--- config.mk ---
export PLATFORM = sky130hd
export DESIGN_NAME = conv_weight_streamer_1x1
export DESIGN_NICKNAME = d
export VERILOG_FILES = /design/src/rtl/conv_weight_streamer_1x1_pkg.sv /design/src/rtl/conv_weight_addr_gen.sv /design/src/rtl/conv_weight_streamer_1x1.sv
export SDC_FILE = /design/constraint.sdc
export NUM_CORES = 1
export LEC_CHECK = 0
export BUFFER_PORTS_ARGS = -buffer_cell sky130_fd_sc_hd__buf_2
export CAP_MARGIN = 0
export CORE_MARGIN = 5
export CORE_UTILIZATION = 35
export DETAILED_ROUTE_END_ITERATION = 6
export GPL_TIMING_DRIVEN = 1
export SETUP_SLACK_MARGIN = 0.3
export SLEW_MARGIN = 20
export SYNTH_ARGS = -nofsm -noshare
export SYNTH_HDL_FRONTEND = slang
export SYNTH_SLANG_ARGS = --single-unit
--- constraint.sdc ---
create_clock -name clk -period 2.59 [get_ports clk]
set_input_delay 0 -clock clk [delete_from_list [all_inputs] [get_ports clk]]
set_output_delay 0 -clock clk [all_outputs]
set_load 0.005 [all_outputs]
--- src/rtl/conv_weight_streamer_1x1_pkg.sv ---
// Shared definitions for the 1x1 conv weight streamer: default sizes,
// FSM state encoding and a width helper used to size counters.
package conv_weight_streamer_1x1_pkg;

  localparam int DEF_DATA_WIDTH      = 32;
  localparam int DEF_CHANNEL_NUM_IN  = 128;
  localparam int DEF_CHANNEL_NUM_OUT = 256;
  localparam int DEF_KERNEL          = 1;
  localparam int DEF_NUM_PASSES      = 1;

  typedef enum logic [1:0] {
    ST_IDLE   = 2'd0,
    ST_STREAM = 2'd1,
    ST_DRAIN  = 2'd2,
    ST_DONE   = 2'd3
  } stream_state_e;

  // Bit width needed to count 0..n-1; never narrower than one bit.
  function automatic int cw_width(input int n);
    if (n > 1) begin
      return $clog2(n);
    end else begin
      return 1;
    end
  endfunction

endpackage

--- src/rtl/conv_weight_addr_gen.sv ---
// Linear read-address and pass counter. addr is the next address to read;
// last flags the final address of the final pass.
module conv_weight_addr_gen
  import conv_weight_streamer_1x1_pkg::*;
#(
  parameter int TOTAL      = 128,
  parameter int NUM_PASSES = 1,
  parameter int ADDR_WIDTH = cw_width(TOTAL),
  parameter int PASS_WIDTH = cw_width(NUM_PASSES)
) (
  input  logic                  clk,
  input  logic                  reset,
  input  logic                  clear,
  input  logic                  advance,
  output logic [ADDR_WIDTH-1:0] addr,
  output logic                  last
);

  localparam logic [ADDR_WIDTH-1:0] ADDR_LAST = ADDR_WIDTH'(TOTAL - 1);
  localparam logic [PASS_WIDTH-1:0] PASS_LAST = PASS_WIDTH'(NUM_PASSES - 1);

  logic [ADDR_WIDTH-1:0] addr_r;
  logic [PASS_WIDTH-1:0] pass_r;
  logic                  wrap_s;

  assign wrap_s = (addr_r == ADDR_LAST);
  assign addr   = addr_r;
  assign last   = wrap_s && (pass_r == PASS_LAST);

  // Step through the weight set; wrap to address 0 and bump the pass count.
  always_ff @(posedge clk) begin
    if (reset || clear) begin
      addr_r <= '0;
      pass_r <= '0;
    end else if (advance) begin
      if (wrap_s) begin
        addr_r <= '0;
        pass_r <= pass_r + PASS_WIDTH'(1);
      end else begin
        addr_r <= addr_r + ADDR_WIDTH'(1);
        pass_r <= pass_r;
      end
    end else begin
      addr_r <= addr_r;
      pass_r <= pass_r;
    end
  end

endmodule

--- src/rtl/conv_weight_streamer_1x1.sv ---
// Streams the stored 1x1 conv weight set from a synchronous memory as a
// valid-qualified word stream. Read strobe to output latency is 2 cycles.
module conv_weight_streamer_1x1
  import conv_weight_streamer_1x1_pkg::*;
#(
  parameter int DATA_WIDTH      = DEF_DATA_WIDTH,
  parameter int CHANNEL_NUM_IN  = DEF_CHANNEL_NUM_IN,
  parameter int CHANNEL_NUM_OUT = DEF_CHANNEL_NUM_OUT,
  parameter int KERNEL          = DEF_KERNEL,
  parameter int NUM_PASSES      = DEF_NUM_PASSES,
  parameter int ADDR_WIDTH      = cw_width(KERNEL * KERNEL * CHANNEL_NUM_IN * CHANNEL_NUM_OUT)
) (
  input  logic                  clk,
  input  logic                  reset,
  input  logic                  start,
  input  logic                  pause,
  output logic                  mem_rd_en,
  output logic [ADDR_WIDTH-1:0] mem_addr,
  input  logic [DATA_WIDTH-1:0] mem_rd_data,
  output logic [DATA_WIDTH-1:0] weight_out,
  output logic                  valid_weight_out,
  output logic                  busy,
  output logic                  done
);

  localparam int TOTAL = KERNEL * KERNEL * CHANNEL_NUM_IN * CHANNEL_NUM_OUT;

  stream_state_e         state_r;
  stream_state_e         state_s;
  logic                  issue_s;
  logic                  clear_s;
  logic [ADDR_WIDTH-1:0] gen_addr_s;
  logic                  gen_last_s;

  logic                  mem_rd_en_r;
  logic [ADDR_WIDTH-1:0] mem_addr_r;
  logic                  s1_valid_r;
  logic [DATA_WIDTH-1:0] weight_out_r;
  logic                  valid_out_r;
  logic                  busy_r;
  logic                  done_r;

  conv_weight_addr_gen #(
    .TOTAL      (TOTAL),
    .NUM_PASSES (NUM_PASSES),
    .ADDR_WIDTH (ADDR_WIDTH)
  ) u_addr_gen (
    .clk     (clk),
    .reset   (reset),
    .clear   (clear_s),
    .advance (issue_s),
    .addr    (gen_addr_s),
    .last    (gen_last_s)
  );

  // Next-state and read-issue decision; the first read follows the start cycle.
  always_comb begin
    state_s = state_r;
    issue_s = 1'b0;
    clear_s = 1'b0;
    case (state_r)
      ST_IDLE: begin
        if (start) begin
          issue_s = 1'b1;
          state_s = gen_last_s ? ST_DRAIN : ST_STREAM;
        end else begin
          clear_s = 1'b1;
          state_s = ST_IDLE;
        end
      end
      ST_STREAM: begin
        if (!pause) begin
          issue_s = 1'b1;
          state_s = gen_last_s ? ST_DRAIN : ST_STREAM;
        end else begin
          state_s = ST_STREAM;
        end
      end
      ST_DRAIN: begin
        clear_s = 1'b1;
        if (!mem_rd_en_r && !s1_valid_r) begin
          state_s = ST_DONE;
        end else begin
          state_s = ST_DRAIN;
        end
      end
      ST_DONE: begin
        clear_s = 1'b1;
        state_s = ST_IDLE;
      end
      default: begin
        clear_s = 1'b1;
        state_s = ST_IDLE;
      end
    endcase
  end

  // FSM state register.
  always_ff @(posedge clk) begin
    if (reset) begin
      state_r <= ST_IDLE;
    end else begin
      state_r <= state_s;
    end
  end

  // Registered memory read port; the address holds while no read is issued.
  always_ff @(posedge clk) begin
    if (reset) begin
      mem_rd_en_r <= 1'b0;
      mem_addr_r  <= '0;
    end else begin
      mem_rd_en_r <= issue_s;
      mem_addr_r  <= issue_s ? gen_addr_s : mem_addr_r;
    end
  end

  // Two-stage valid pipeline: data returns one cycle after the strobe and
  // is registered onto weight_out the cycle after that.
  always_ff @(posedge clk) begin
    if (reset) begin
      s1_valid_r   <= 1'b0;
      valid_out_r  <= 1'b0;
      weight_out_r <= '0;
    end else begin
      s1_valid_r   <= mem_rd_en_r;
      valid_out_r  <= s1_valid_r;
      weight_out_r <= s1_valid_r ? mem_rd_data : weight_out_r;
    end
  end

  // Status flags follow the state being entered so they line up with it.
  always_ff @(posedge clk) begin
    if (reset) begin
      busy_r <= 1'b0;
      done_r <= 1'b0;
    end else begin
      busy_r <= (state_s == ST_STREAM) || (state_s == ST_DRAIN);
      done_r <= (state_s == ST_DONE);
    end
  end

  assign mem_rd_en        = mem_rd_en_r;
  assign mem_addr         = mem_addr_r;
  assign weight_out       = weight_out_r;
  assign valid_weight_out = valid_out_r;
  assign busy             = busy_r;
  assign done             = done_r;

endmodule

==> impl_metrics.tcl <==
set metrics [dict create \
    status "complete, no violations" \
    numCtsBuffers 9 \
    drv_cap 0 \
    htreeDepth 3 \
    ant_nets 0 \
    ff_latch_area_um2 1400 \
    yosys_warnings 0 \
    crit_path_start "u_addr_gen.addr[0]" \
    cp_cell_sequence "ha_1 -> and3_1 -> nand2_2 -> o311ai_1 -> nand3_1 -> ha_1 -> nor2b_1" \
    synthesis.nets 329 \
    clockBufferDepth 2 \
    layout_common_cells "86 x buf_2, 69 x dfxtp_1, 39 x nor2_1" \
    grt_antenna_before_repair 0 \
    crit_type "flip-flop to flip-flop" \
    cts_tree "done" \
    dieWidth_um 98.0 \
    cp.required_ns 2.80 \
    first_iter_violations 79 \
    cpPeakStageDelay_ns 0.42 \
    r2r-start "u_addr_gen.addr[0]" \
    synthFlopType "dfxtp_1" \
    numClockSinks 70 \
    via_count 2473 \
    finalCriticalPeriod_ns 2.08 \
    crit_fanout 7 \
    gp_congestion 0.805 \
    track_usage_pct 14.6 \
    final_cell_area_um2 3830 \
    cp-end-kind "flip-flop" \
    drv_slew 0 \
    ys_seq_elements 70 \
    rsz0062_at_grt "no" \
    clk_latency_ns 0.34 \
    arrival_ns 2.29 \
    yosys.area.top_type "dfxtp_1" \
    n_antenna_cell 0 \
    cellPowerDensity_nw_per_um2 653 \
    synthArstFlopShare_pct 0 \
    crit_top_cell "ha_1" \
    dieArea_um2 9610 \
    synthCells 291 \
    fillerInstances 741 \
    relSlewSlack_pct 50.9 \
    finClkSkew_ns 0.00516 \
    timing.final.hold_violations 0 \
    period_share_pct 80.2 \
    power_w 0.00250 \
    dp_hpwl_mm 4.55 \
    grt_pass1_vias 2404 \
    cp-start-kind "flip-flop" \
    portBuffers 86 \
    avgViaCountPerCell 4.79 \
    io_pins 87 \
    initial_core_util_pct 35.5 \
    critPathSlowestCell "dfxtp_1" \
    nNetsFinal 447 \
    clk_pin_slew_worst_paths_ns 0.07 \
    max_freq_mhz 481 \
    synth_edf_count 0 \
    worst_pin_slew_ns 0.736 \
    wl_mm 6.85 \
    peakVddDrop_v 0.000348 \
    grt_start_max_net_pins 55 \
    drive_gt1_share_pct 27.1 \
    tns_ns 0 \
    die_height_um 98.0 \
    hp-class "input port to flip-flop" \
    netlist_area_um2 2710 \
    syn_to_final_growth_pct 41.2 \
    leakagePower_nw 1.58 \
    dr.pass1.iters 4 \
    setup_viol 0 \
    ys_seq_area_share_pct 51.7 \
    synth_top_area_share_pct 51.7 \
    final_common_cell "buf_2" \
    layout.cells.non_filler 516 \
    place_area_um2 3240 \
    cts-root-buf "clkbuf_8" \
    syn_area_per_cell_um2 9.32 \
    fp.coreArea_um2 7650 \
    grt_pass1_wl_mm 11.4 \
    synthDistinctLibCells 39 \
    num_rows 32 \
    wl_per_cell_um 13.3 \
    multiInputGateArea_um2 1240 \
    cts-resized-gates 0 \
    dp_cells 468 \
    overflow 0 \
    drc_errors 0 \
    hold_path.startpoint "reset" \
    yosys-top-cells-area "dfxtp_1 52%, mux2i_1 12%, nor2_1 5.4%" \
]
==> flip-flops by register name, summed over array words and instances (netlist names) <==
name,count
u_addr_gen.pass_r,1
busy,1
mem_addr,15
valid_weight_out,1
done,1
mem_rd_en,1
u_addr_gen.addr,15
state_r,2
s1_valid_r,1
weight_out,32
==> cells by family after synthesis <==
group                    synth area share (%)
XOR/XNOR                                 1.29
flip-flops                               51.7
buffers and inverters                    2.63
adder cells (fa/ha/maj)                 0.923
AND/OR/NAND/NOR                          20.0
AO/OA/AOI/OAI                            11.7
multiplexers                             11.8
==> critical path: cells and delay by family, from the launching register on <==
| family | cells | cell delay [ns] |
|---|---|---|
| AO/OA/AOI/OAI | 1 | 0.38 |
| flip-flops | 1 | 0.42 |
| AND/OR/NAND/NOR | 4 | 0.58 |
| adder cells (fa/ha/maj) | 2 | 0.56 |
==> cells in the mapped netlist (all sizes together) (2+ instances only) <==
cell,count
mux2i,32
dfxtp,70
ha,2
o31ai,2
or3,8
nand3,8
nand2b,3
nand2,36
o211ai,3
and3,2
clkbuf,9
and4,2
o21ai,12
buf,6
inv,2
nor2,39
nor2b,7
xor2,3
nand4,4
a21oi,26
or4,2
==> layout make-up <==
cell class,instances,share of cell area (%)
clock buffers,10,3.60
clock inverters,6,3.47
inverters,2,0.196
multi-input cells,204,32.4
flip-flops and latches,70,36.6
well taps,102,3.33
repair buffers,122,20.4
==> final timing paths <==
path | endpoint | slack (ns) | cells after the start
worst max-delay path | busy | 0.51 | 7
worst min-delay path | u_addr_gen.addr[8] | 0.07 | 4
worst max register to register | busy | 0.51 | 7
worst min register to register | mem_addr[4] | 0.45 | 2
==> where the power goes <==
part	switching (W)	leakage, nW	internal (W)
clock network	0.000407	0.132	0.000762
logic	0.000103	0.884	0.000106
registers	0.0000169	0.568	0.00110
==> metrics by stage <==
step / hold WS, ns / setup slack [ns] / util, %
floorplan: 0.147 / 0.765 / -
detailed placement: 0.243 / 0.540 / 42.3
CTS: 0.0419 / 0.515 / 50.0
global route: 0.0986 / 0.317 / 50.0
finish: 0.0658 / 0.512 / 50.0
global placement: 0.231 / 0.641 / 42.3
==> what timing repair did <==
item                                   in CTS  in global routing
buffers inserted                            0                  0
hold buffers                               32                  0
endpoints found under the hold margin      32                  0
==> routing by layer <==
layer  up-vias  routed length [µm]  track usage (%)
li1       1244                   -                -
met1      1144                3060             17.3
met2        73                3150             23.4
met3        12                 453             4.07
met4         0                 184             8.95
met5         -                   0                0
Power figures use the tool's default switching activity.
